==> src/rtl/lcd_hex_frame_ctrl.sv <==
// Streams one captured word to the LCD write engine as hex characters, MSB nibble first,
// preceded by a DDRAM set-address command. Optional macro LCD_CLEAR_EN adds a clear-display command first.
module lcd_hex_frame_ctrl #(
    parameter int         NUM_NIBBLES = 8,
    parameter logic [6:0] START_ADDR  = 7'h00,
    parameter int         SIZE_ASCII  = 8
) (
    input  logic                     i_clk,
    input  logic                     i_rst,
    input  logic [4*NUM_NIBBLES-1:0] i_data,
    input  logic                     i_valid,
    output logic                     o_ready,
    output logic [3:0]               o_hex_nibble,
    input  logic [SIZE_ASCII-1:0]    i_ascii,
    output logic [SIZE_ASCII-1:0]    o_lcd_data,
    output logic                     o_lcd_rs,
    output logic                     o_lcd_valid,
    input  logic                     i_lcd_ready,
    output logic                     o_busy,
    output logic                     o_done
);

    localparam int DATA_W = 4 * NUM_NIBBLES;
    localparam int IDX_W  = (NUM_NIBBLES > 1) ? $clog2(NUM_NIBBLES) : 1;

    typedef enum logic [2:0] {
        S_IDLE,
        S_ADDR,
        S_CHAR,
        S_DONE
`ifdef LCD_CLEAR_EN
        , S_CLR
`endif
    } state_t;

    state_t             r_state;
    state_t             w_next;
    logic [DATA_W-1:0]  r_shadow;
    logic [IDX_W-1:0]   r_index;
    logic               w_last;
    logic               w_capture;
    logic               w_char_acc;

    assign w_last       = (r_index == IDX_W'(NUM_NIBBLES - 1));
    assign w_capture    = (r_state == S_IDLE) && i_valid;
    assign w_char_acc   = (r_state == S_CHAR) && i_lcd_ready;
    assign o_hex_nibble = r_shadow[DATA_W-1 -: 4];
    assign o_busy       = (r_state != S_IDLE);

    always_ff @(posedge i_clk) begin
        if (i_rst) begin
            r_state <= S_IDLE;
        end else begin
            r_state <= w_next;
        end
    end

    // Shadow shifts left so the character being sent is always the top nibble.
    always_ff @(posedge i_clk) begin
        if (i_rst) begin
            r_shadow <= '0;
            r_index  <= '0;
        end else if (w_capture) begin
            r_shadow <= i_data;
            r_index  <= '0;
        end else if (w_char_acc) begin
            r_shadow <= r_shadow << 4;
            r_index  <= w_last ? '0 : r_index + 1'b1;
        end
    end

    always_comb begin
        w_next      = r_state;
        o_ready     = 1'b0;
        o_lcd_valid = 1'b0;
        o_lcd_rs    = 1'b0;
        o_lcd_data  = '0;
        o_done      = 1'b0;
        case (r_state)
            S_IDLE: begin
                o_ready = 1'b1;
                if (i_valid) begin
`ifdef LCD_CLEAR_EN
                    w_next = S_CLR;
`else
                    w_next = S_ADDR;
`endif
                end
            end
`ifdef LCD_CLEAR_EN
            S_CLR: begin
                o_lcd_data  = SIZE_ASCII'(8'h01);
                o_lcd_valid = 1'b1;
                if (i_lcd_ready) w_next = S_ADDR;
            end
`endif
            S_ADDR: begin
                o_lcd_data  = SIZE_ASCII'({1'b1, START_ADDR});
                o_lcd_valid = 1'b1;
                if (i_lcd_ready) w_next = S_CHAR;
            end
            S_CHAR: begin
                o_lcd_data  = i_ascii;
                o_lcd_rs    = 1'b1;
                o_lcd_valid = 1'b1;
                if (i_lcd_ready && w_last) w_next = S_DONE;
            end
            S_DONE: begin
                o_done = 1'b1;
                w_next = S_IDLE;
            end
            default: w_next = S_IDLE;
        endcase
    end

endmodule
==> config.mk <==
export PLATFORM = sky130hd
export DESIGN_NAME = lcd_hex_frame_ctrl
export DESIGN_NICKNAME = d
export VERILOG_FILES = /design/src/rtl/lcd_hex_frame_ctrl.sv
export SDC_FILE = /design/constraint.sdc
export NUM_CORES = 1
export LEC_CHECK = 0
export ABC_CLOCK_PERIOD_IN_PS = 3600
export BUFFER_PORTS_ARGS = -buffer_cell sky130_fd_sc_hd__buf_2
export CAP_MARGIN = 20
export CORE_UTILIZATION = 54
export CTS_CLUSTER_SIZE = 30
export DETAILED_ROUTE_END_ITERATION = 10
export PLACE_DENSITY = 0.84
export SLEW_MARGIN = 20
export SYNTH_ARGS = -nofsm -noshare
export SYNTH_HDL_FRONTEND = slang
export SYNTH_SLANG_ARGS = --single-unit
==> constraint.sdc <==
create_clock -name i_clk -period 3.6 [get_ports i_clk]
set_input_delay 1.08 -clock i_clk [delete_from_list [all_inputs] [get_ports i_clk]]
set_output_delay 1.08 -clock i_clk [all_outputs]
set_load 0.005 [all_outputs]
==> flow_metrics.env <==
export IMPL_setup_viol=0
export IMPL_r2r_slack_ns=1.63
export IMPL_first_pass_iters=4
export IMPL_cts_repair_resized=0
export IMPL_fillers=298
export IMPL_p_leak_nw=0.982
export IMPL_cp_max_fo=14
export IMPL_wl_per_cell_um=11.9
export IMPL_max_cap_violations=0
export IMPL_drc_errors=0
export IMPL_cp_end_kind="output pin"
export IMPL_clock_path_buffers=2
export IMPL_vias_per_cell=5.24
export IMPL_ir_drop_uv=656
export IMPL_cts_hold_buf=0
export IMPL_cts_made_buffers=5
export IMPL_period_share_pct=72.0
export IMPL_cp_top_family="adder cells"
export IMPL_portBuffers=60
export IMPL_worstHoldStart="r_shadow[31]"
export IMPL_r2r_end="r_shadow[31]"
export IMPL_final_cell_mix="60 x buf_2, 37 x dfxtp_1, 33 x nor2_1, 30 x nand2_1, 29 x a21oi_1"
export IMPL_yosys_area_top_type_share_pct=39.5
export IMPL_nets=316
export IMPL_synth_edf_count=0
export IMPL_final_common_cell="buf_2"
export IMPL_outcome="finished, final reports clean"
export IMPL_layout_drive_gt1_share_pct=36.0
export IMPL_slowest_delay_ns=0.39
export IMPL_grt_max_degree=39
export IMPL_worst_pin_slew_ns=0.913
export IMPL_postSynthAreaPerCell_um2=8.64
export IMPL_cp_arrival_ns=1.51
export IMPL_grt_total_usage_pct=20.6
export IMPL_slew_viol_final=0
export IMPL_synth_top_cell_by_area="dfxtp_1"
export IMPL_r2r_cells=5
export IMPL_dp_hpwl_mm=2.50
export IMPL_dieHeight_um=60.9
export IMPL_io_pins=61
export IMPL_synth_area_um2=1880
export IMPL_cts_tree="built"
export IMPL_start_kind="flip-flop"
export IMPL_path_cells="inv_1 > ha_1 > a21oi_1 > nor2b_1 > buf_2"
export IMPL_synthFlopType="dfxtp_1"
export IMPL_syn2layout_area_growth_pct=17.3
export IMPL_final_setup_tns_ns=0
export IMPL_synthCells=217
export IMPL_start_util_pct=56.2
export IMPL_cts_root_buffer="clkbuf_4"
export IMPL_grt_pass1_wl_mm=5.70
export IMPL_slew_headroom_pct=39.0
export IMPL_clkSinkCount=37
export IMPL_async_reset_ff_share_pct=0
export IMPL_gr_total_overflow=0
export IMPL_ant_nets=0
export IMPL_ys_types=24
export IMPL_min_period_ns=2.59
export IMPL_r2r_start="r_state[1]"
export IMPL_drt_wl_total_mm=3.74
export IMPL_post_cts_buffers=0
export IMPL_max_freq_mhz=386
export IMPL_synthesis_nets=267
export IMPL_cts_max_level=2
export IMPL_hold_class="flip-flop to flip-flop"
export IMPL_path_buf_inv=2
export IMPL_grt_pass1_vias=1326
export IMPL_slowest_stage="ha_1"
export IMPL_clkTransAtPathRegs_ns=0.11
export IMPL_grt_setup_unrepaired="no"
export IMPL_insertion_delay_ns=0.33
export IMPL_coreArea_um2=3340
export IMPL_critPathKind="flip-flop to output pin"
export IMPL_power_density_nw_per_um2=785
export IMPL_finalWeightedCongestion=0.699
export IMPL_dieArea_um2=3710
export IMPL_placed_cells=305
export IMPL_holdPathStages=2
export IMPL_rows=21
export IMPL_ys_ff_latch=37
export IMPL_ys_seq_area_share_pct=39.5
export IMPL_crit_required_ns=2.52
export IMPL_first_iter_violations=81
export IMPL_die_w_um=60.9
export IMPL_antenna_found_initial=0
export IMPL_ys_warn_count=0
export IMPL_num_vias=1640
export IMPL_hold_violations=0
export IMPL_final_cells=313
export IMPL_synth_top_cells_by_area="dfxtp_1 39%, a211oi_2 15%, a21oi_1 7.7%"
export IMPL_antennaDiodeCount=0
export IMPL_clock_skew_ns=0.00641
export IMPL_holdPathEnd="r_shadow[31]"
sequential cells by signal, summed over array words and instances, names as in the netlist:
name / count
r_state: 2
r_shadow: 32
r_index: 3
layout make-up:
cell class / count / area, µm² / area share (%)
Multi-Input combinational cell: 155 / 995 / 45.2
Clock buffer: 7 / 65.1 / 2.96
Tap cell: 46 / 57.6 / 2.62
Clock inverter: 1 / 5.00 / 0.227
Inverter: 4 / 15.0 / 0.682
Sequential cell: 37 / 741 / 33.7
Timing Repair Buffer: 63 / 323 / 14.7
power breakdown:
part / total [W] / switching [W] / internal (W)
logic: 0.000853 / 0.000506 / 0.000347
clock network: 0.000244 / 0.000130 / 0.000113
registers: 0.000632 / 0.0000761 / 0.000556
worst max path at each step:
| stage | cells past startpoint | startpoint | slack [ns] | to |
|---|---|---|---|---|
| 3_3_place_gp | 4 | i_ascii[7] | 1.06 | o_lcd_data[7] |
| 3_5_place_dp | 4 | i_ascii[7] | 1.04 | o_lcd_data[7] |
| 2_1_floorplan | 2 | i_ascii[7] | 1.26 | o_lcd_data[7] |
| 4_1_cts | 5 | r_state[0] | 1.0 | o_lcd_data[7] |
| 5_1_grt | 5 | r_state[0] | 0.86 | o_lcd_data[7] |
| 6_report | 5 | r_state[0] | 1.01 | o_lcd_data[7] |
worst reg2reg max path: cells and delay by family, from the launching register on:
family          cells  cell delay [ns]
compound gates      2             0.47
buf+inv             1             0.08
fa+ha+maj           1             0.25
flops               1             0.40
simple gates        1             0.70
Yosys cell counts, types with 3 or more instances:
cell	number
inv_1	4
clkbuf_1	3
a211oi_1	5
a211oi_2	23
buf_2	7
mux2i_1	4
nor2_1	33
buf_4	10
ha_1	6
dfxtp_1	37
nor3_1	3
nand2b_1	3
a22oi_1	4
nand2_1	30
a21oi_1	29
and2_1	8
cell families (layout without fill, tap and decap cells):
group                    Yosys count  after routing  share of synthesized area [%]
AO/OA/AOI/OAI                     67             67                           29.5
adder cells (fa/ha/maj)            6              6                           4.00
buffers and inverters             25             75                           7.47
flip-flops                        37             37                           39.5
multiplexers                       4              4                           2.13
AND/OR/NAND/NOR                   78             78                           17.4
layer usage:
metal  GRT usage (%)  wire length [µm]  vias up
met5               0                 0        -
met4            6.82                38        0
met3            4.26               162        4
met2            34.1              1790       34
met1            26.9              1750      758
li1                -                 -      844
metrics by stage:
step                      utilization [%]  setup slack (ns)  instance area, µm²  power [W]  hold WS, ns
after floorplan                         -              1.26                1880    0.00135        0.466
after global placement               63.9              1.06                2130    0.00148        0.478
after detailed placement             63.9              1.04                2130    0.00150        0.487
after CTS                            66.0              1.00                2200    0.00174        0.510
after global routing                 66.0             0.856                2200    0.00188        0.518
final                                66.0              1.01                2200    0.00173        0.511
(Power assumes the default switching activity.)
